[config.mk]
export PLATFORM = sky130hd
export DESIGN_NAME = key_expand
export DESIGN_NICKNAME = d
export VERILOG_FILES = /design/src/rtl/key_expand.sv
export SDC_FILE = /design/constraint.sdc
export NUM_CORES = 2
export LEC_CHECK = 0
export ABC_AREA = 1
export CORE_AREA = 10 10 539 541
export CTS_CLUSTER_DIAMETER = 60
export DETAILED_ROUTE_END_ITERATION = 6
export DIE_AREA = 0 0 549 551
export PLACE_DENSITY = 0.46
export SETUP_SLACK_MARGIN = 0.4
export SLEW_MARGIN = 10
export SYNTH_ARGS = -nofsm -noshare
export SYNTH_HDL_FRONTEND = slang
export SYNTH_SLANG_ARGS = --single-unit
export TNS_END_PERCENT = 20
[constraint.sdc]
create_clock -name HCLK -period 30.5 [get_ports HCLK]
set_input_delay 7.625 -clock HCLK [delete_from_list [all_inputs] [get_ports HCLK]]
set_output_delay 7.625 -clock HCLK [all_outputs]
set_load 0.005 [all_outputs]
[src/rtl/key_expand.sv]
// AES-128 key schedule: expands keyword into round keys 1..10, one round per enabled cycle.
// Latency: 11 enabled cycles from accepted start to the one-cycle done pulse; subkey_k lands k+1 cycles after accept.
// Backpressure: ena=0 freezes all state (a pending done waits); start is ignored unless the FSM is idle.
module key_expand #(
    parameter int NROUNDS = 10
) (
    input  logic         HCLK,
    input  logic         rst,
    input  logic         ena,
    input  logic         start,
    input  logic [127:0] keyword,
    output logic         busy,
    output logic         done,
    output logic         key_valid,
    output logic [127:0] subkey0,
    output logic [127:0] subkey1,
    output logic [127:0] subkey2,
    output logic [127:0] subkey3,
    output logic [127:0] subkey4,
    output logic [127:0] subkey5,
    output logic [127:0] subkey6,
    output logic [127:0] subkey7,
    output logic [127:0] subkey8,
    output logic [127:0] subkey9
);

    typedef enum logic [1:0] {
        IDLE   = 2'd0,
        EXPAND = 2'd1,
        DONE   = 2'd2
    } state_t;

    // After the last round is written the counter steps once more; that
    // finishing step is what moves the FSM into DONE one cycle later.
    localparam logic [3:0] LAST_RND = 4'(NROUNDS + 1);

    localparam logic [7:0] SBOX [256] = '{
        8'h63, 8'h7c, 8'h77, 8'h7b, 8'hf2, 8'h6b, 8'h6f, 8'hc5, 8'h30, 8'h01, 8'h67, 8'h2b, 8'hfe, 8'hd7, 8'hab, 8'h76,
        8'hca, 8'h82, 8'hc9, 8'h7d, 8'hfa, 8'h59, 8'h47, 8'hf0, 8'had, 8'hd4, 8'ha2, 8'haf, 8'h9c, 8'ha4, 8'h72, 8'hc0,
        8'hb7, 8'hfd, 8'h93, 8'h26, 8'h36, 8'h3f, 8'hf7, 8'hcc, 8'h34, 8'ha5, 8'he5, 8'hf1, 8'h71, 8'hd8, 8'h31, 8'h15,
        8'h04, 8'hc7, 8'h23, 8'hc3, 8'h18, 8'h96, 8'h05, 8'h9a, 8'h07, 8'h12, 8'h80, 8'he2, 8'heb, 8'h27, 8'hb2, 8'h75,
        8'h09, 8'h83, 8'h2c, 8'h1a, 8'h1b, 8'h6e, 8'h5a, 8'ha0, 8'h52, 8'h3b, 8'hd6, 8'hb3, 8'h29, 8'he3, 8'h2f, 8'h84,
        8'h53, 8'hd1, 8'h00, 8'hed, 8'h20, 8'hfc, 8'hb1, 8'h5b, 8'h6a, 8'hcb, 8'hbe, 8'h39, 8'h4a, 8'h4c, 8'h58, 8'hcf,
        8'hd0, 8'hef, 8'haa, 8'hfb, 8'h43, 8'h4d, 8'h33, 8'h85, 8'h45, 8'hf9, 8'h02, 8'h7f, 8'h50, 8'h3c, 8'h9f, 8'ha8,
        8'h51, 8'ha3, 8'h40, 8'h8f, 8'h92, 8'h9d, 8'h38, 8'hf5, 8'hbc, 8'hb6, 8'hda, 8'h21, 8'h10, 8'hff, 8'hf3, 8'hd2,
        8'hcd, 8'h0c, 8'h13, 8'hec, 8'h5f, 8'h97, 8'h44, 8'h17, 8'hc4, 8'ha7, 8'h7e, 8'h3d, 8'h64, 8'h5d, 8'h19, 8'h73,
        8'h60, 8'h81, 8'h4f, 8'hdc, 8'h22, 8'h2a, 8'h90, 8'h88, 8'h46, 8'hee, 8'hb8, 8'h14, 8'hde, 8'h5e, 8'h0b, 8'hdb,
        8'he0, 8'h32, 8'h3a, 8'h0a, 8'h49, 8'h06, 8'h24, 8'h5c, 8'hc2, 8'hd3, 8'hac, 8'h62, 8'h91, 8'h95, 8'he4, 8'h79,
        8'he7, 8'hc8, 8'h37, 8'h6d, 8'h8d, 8'hd5, 8'h4e, 8'ha9, 8'h6c, 8'h56, 8'hf4, 8'hea, 8'h65, 8'h7a, 8'hae, 8'h08,
        8'hba, 8'h78, 8'h25, 8'h2e, 8'h1c, 8'ha6, 8'hb4, 8'hc6, 8'he8, 8'hdd, 8'h74, 8'h1f, 8'h4b, 8'hbd, 8'h8b, 8'h8a,
        8'h70, 8'h3e, 8'hb5, 8'h66, 8'h48, 8'h03, 8'hf6, 8'h0e, 8'h61, 8'h35, 8'h57, 8'hb9, 8'h86, 8'hc1, 8'h1d, 8'h9e,
        8'he1, 8'hf8, 8'h98, 8'h11, 8'h69, 8'hd9, 8'h8e, 8'h94, 8'h9b, 8'h1e, 8'h87, 8'he9, 8'hce, 8'h55, 8'h28, 8'hdf,
        8'h8c, 8'ha1, 8'h89, 8'h0d, 8'hbf, 8'he6, 8'h42, 8'h68, 8'h41, 8'h99, 8'h2d, 8'h0f, 8'hb0, 8'h54, 8'hbb, 8'h16
    };

    function automatic logic [7:0] rcon(input logic [3:0] rnd);
        case (rnd)
            4'd1:    return 8'h01;
            4'd2:    return 8'h02;
            4'd3:    return 8'h04;
            4'd4:    return 8'h08;
            4'd5:    return 8'h10;
            4'd6:    return 8'h20;
            4'd7:    return 8'h40;
            4'd8:    return 8'h80;
            4'd9:    return 8'h1b;
            4'd10:   return 8'h36;
            default: return 8'h00;
        endcase
    endfunction

    state_t         state_q;
    state_t         state_d;
    logic [3:0]     rnd_q;
    logic [127:0]   work_q;
    logic           key_valid_q;
    logic [127:0]   sub_q [NROUNDS];

    logic [31:0]    w0, w1, w2, w3;
    logic [31:0]    rot_w3;
    logic [31:0]    sub_w3;
    logic [31:0]    t_word;
    logic [127:0]   next_key;

    // One round of the schedule, purely combinational from the work register.
    always_comb begin
        w0       = work_q[127:96];
        w1       = work_q[95:64];
        w2       = work_q[63:32];
        w3       = work_q[31:0];
        rot_w3   = {w3[23:0], w3[31:24]};
        sub_w3   = {SBOX[rot_w3[31:24]], SBOX[rot_w3[23:16]],
                    SBOX[rot_w3[15:8]],  SBOX[rot_w3[7:0]]};
        t_word   = sub_w3 ^ {rcon(rnd_q), 24'h000000};
        next_key[127:96] = w0 ^ t_word;
        next_key[95:64]  = w1 ^ next_key[127:96];
        next_key[63:32]  = w2 ^ next_key[95:64];
        next_key[31:0]   = w3 ^ next_key[63:32];
    end

    // Next-state selection; DONE always lasts a single enabled cycle.
    always_comb begin
        state_d = state_q;
        case (state_q)
            IDLE:    if (start) state_d = EXPAND;
            EXPAND:  if (rnd_q == LAST_RND) state_d = DONE;
            DONE:    state_d = IDLE;
            default: state_d = IDLE;
        endcase
    end

    // State, round counter, work key and round-key bank; everything holds while ena is low.
    always_ff @(posedge HCLK) begin
        if (rst) begin
            state_q     <= IDLE;
            rnd_q       <= 4'd0;
            work_q      <= '0;
            key_valid_q <= 1'b0;
            for (int i = 0; i < NROUNDS; i++) begin
                sub_q[i] <= '0;
            end
        end else if (ena) begin
            state_q <= state_d;
            case (state_q)
                IDLE: begin
                    if (start) begin
                        work_q      <= keyword;
                        rnd_q       <= 4'd1;
                        key_valid_q <= 1'b0;
                    end
                end
                EXPAND: begin
                    if (rnd_q == LAST_RND) begin
                        rnd_q       <= 4'd0;
                        key_valid_q <= 1'b1;
                    end else begin
                        work_q <= next_key;
                        rnd_q  <= rnd_q + 4'd1;
                        for (int i = 0; i < NROUNDS; i++) begin
                            if (rnd_q == 4'(i + 1)) begin
                                sub_q[i] <= next_key;
                            end
                        end
                    end
                end
                default: ;
            endcase
        end
    end

    assign busy      = (state_q == EXPAND);
    assign done      = (state_q == DONE);
    assign key_valid = key_valid_q;

    assign subkey0 = sub_q[0];
    assign subkey1 = sub_q[1];
    assign subkey2 = sub_q[2];
    assign subkey3 = sub_q[3];
    assign subkey4 = sub_q[4];
    assign subkey5 = sub_q[5];
    assign subkey6 = sub_q[6];
    assign subkey7 = sub_q[7];
    assign subkey8 = sub_q[8];
    assign subkey9 = sub_q[9];

endmodule
==> flow_summary.yaml <==
logic_synthesis:
  syn_inst: 6904
  synth.yosys.seq_area_share_pct: 62.6
  netlist_area_um2: 66000
  mappedNetlistNets: 7104
  avgSynthCellArea_um2: 9.56
  synth_largest_area_cell: "edfxtp_1"
  yosysWarnings: 0
  synth-edff-count: 1280
  async_flop_share_pct: 0
  synth_top_area_share_pct: 58.2
  synth_cell_types: 40
  synth_seq_cells: 1423
  synthFlopType: "edfxtp_1"
  synthTopCellsByArea: "edfxtp_1 (58%), nand3_1 (9.3%), nor2_1 (8.3%)"
  synth.most_common_cell: "nor2_1"
  synth_common_cells: "nor2_1 (1459), nand2_1 (1302), edfxtp_1 (1280)"
critical_path:
  start_kind: "input pin"
  r2r-end: "sub_q[1][30]"
  reg2regPathDepth: 20
  cp.required_ns: 30.94
  crit_arrival_ns: 11.31
  cp_max_fo: 53
  worst_setup_path_end_kind: "flop"
  critPathKind: "in -> reg"
  rrSetupSlack_ns: 24.66
  crit_path_start: "ena"
  setup.worst_path.end: "sub_q[3][68]"
  reg2reg_from: "work_q[17]"
die:
  rows: 194
  die_h_um: 551
  start_util_pct: 23.7
  core_area_um2: 279000
  die_area_um2: 302000
  dieWidth_um: 549
  ios: 1415
global_routing:
  grt_antenna_before_repair: 69
  grt_pass1_vias: 55385
  gr-total-overflow: 0
  grt_max_degree: 123
  track_usage_pct: 25.8
  grt_pass1_wl_um: 537000
finish:
  drive_gt1_share_pct: 7.71
  final-instance-count-excl-fill: 12011
  layout.nets: 8319
  area.sequential_um2: 41300
  multiInputGateArea_um2: 21200
  final_core_util_pct: 32.1
  fill_cells: 28486
  syn2layout_area_growth_pct: 35.7
  final_cell_area_um2: 89600
cts:
  ctsResizeCount: 0
  clk_pin_slew_ns: 0.05
  cts_max_level: 4
  numCtsBuffers: 185
  post_cts_buffers: 0
  cts_root_buf: "clkbuf_16"
  clock_latency_ns: 0.91
  postCtsHoldBufs: 0
  clockBufferDepth: 4
  cts_tree: "built"
  clock_sinks: 1423
sta:
  drv_slew: 0
  rsz0062_at_grt: "false"
  setup_viol: 0
  setup_tns_ns: 0
  fin_crit_ns: 10.87
  fin_crit_sh_pct: 35.6
  worstMarginPinSlew_ns: 1.35
  fin_skew_ns: 0.107
  holdWs_ns: 0.475
  worst_slack_ns: 19.63
  maxSlewHeadroom_pct: 9.85
  hold_violations: 0
  max_freq_ghz: 0.0920
drt:
  met2WireLength_um: 195000
  wl_met3_um: 32800
  initialDrtViolationCount: 7818
  met1_length_um: 166000
  wl_um: 414000
  ant_nets: 0
  drtPass1Iterations: 6
  via_per_inst: 5.00
  highest_layer: "met5"
  wl_per_cell_um: 34.5
  drc_errors: 0
  via_count: 59999
hold_path:
  hp-class: "reg -> reg"
power:
  leakagePower_nw: 33.7
  vdd_drop_max_mv: 0.0474
  power.total_mw: 5.80
  p_per_area_nw_per_um2: 64.7
place:
  dp_hpwl_um: 306000
  portBuffers: 1414
  place_inst: 11656
  pre_cts_slack_ns: 18.82
  place_area_um2: 83700
  routabilityCongestion: 0.956
outcome:
  status: "complete, no violations"
run:
  maxCapViolations: 0
cell type report:
class                           count  area share, %
Sequential cell                  1423           46.1
Multi-Input combinational cell   4663           23.7
Timing Repair Buffer             1585           17.3
Clock buffer                      217           5.36
Tap cell                         3724           5.20
Clock inverter                    110           1.15
Inverter                          261           1.11
Antenna cell                       28         0.0782
metal layers:
layer / vias up / GRT usage, %
li1: 25827 / -
met5: - / 0
met2: 3220 / 42.5
met4: 12 / 11.2
met3: 589 / 5.67
met1: 30351 / 32.6
worst min-delay path by stage:
stage,startpoint,endpoint,cells past startpoint
global placement,work_q[98],work_q[98],2
CTS,work_q[113],work_q[113],2
detailed placement,work_q[113],work_q[113],2
global route,work_q[101],work_q[101],2
finish,work_q[109],work_q[109],2
floorplan,work_q[101],work_q[101],2
state kept, by name (all words and copies together) (netlist names), named ones only:
register,count
sub_q,1280
key_valid,1
work_q,128
state_q,2
rnd_q,4
power breakdown:
group	internal, mW	switching [mW]	leakage (nW)
Combinational	0.308	1.12	16.5
Sequential	2.19	0.0416	14.4
Clock	1.23	0.908	2.85
logic make-up (layout without fill, tap and decap cells):
logic type	Yosys count	in the layout	share of synthesized area (%)
xor gates and xnor gates	9	9	0.119
DFF	1423	1423	62.6
AOI/OAI and AO/OA	397	397	3.46
buffers and inverters	818	2173	5.47
adders and majority gates	68	68	1.29
and+or+nand+nor	4189	4189	27.1
other	0	28	0
worst max-delay path, cell delays in order:
cell and delay [ns]:
clkdlybuf4s50_1 0.49, inv_1 0.08, nor2_1 0.66, nand3_1 0.25
nand2_4 0.47, buf_4 0.70, buf_4 0.81
layout by cell type (no fill, tap or decap), types with 108 or more instances in the layout:
cell type and count:
nand2_1 1285, nand3_1 1225, clkdlybuf4s50_1 1413, buf_4 168
dfxtp_1 131, a21oi_1 229, clkbuf_16 187, edfxtp_1 1280
nor2_1 1458, o211ai_1 108, inv_1 229
(Power assumes the default switching activity.)
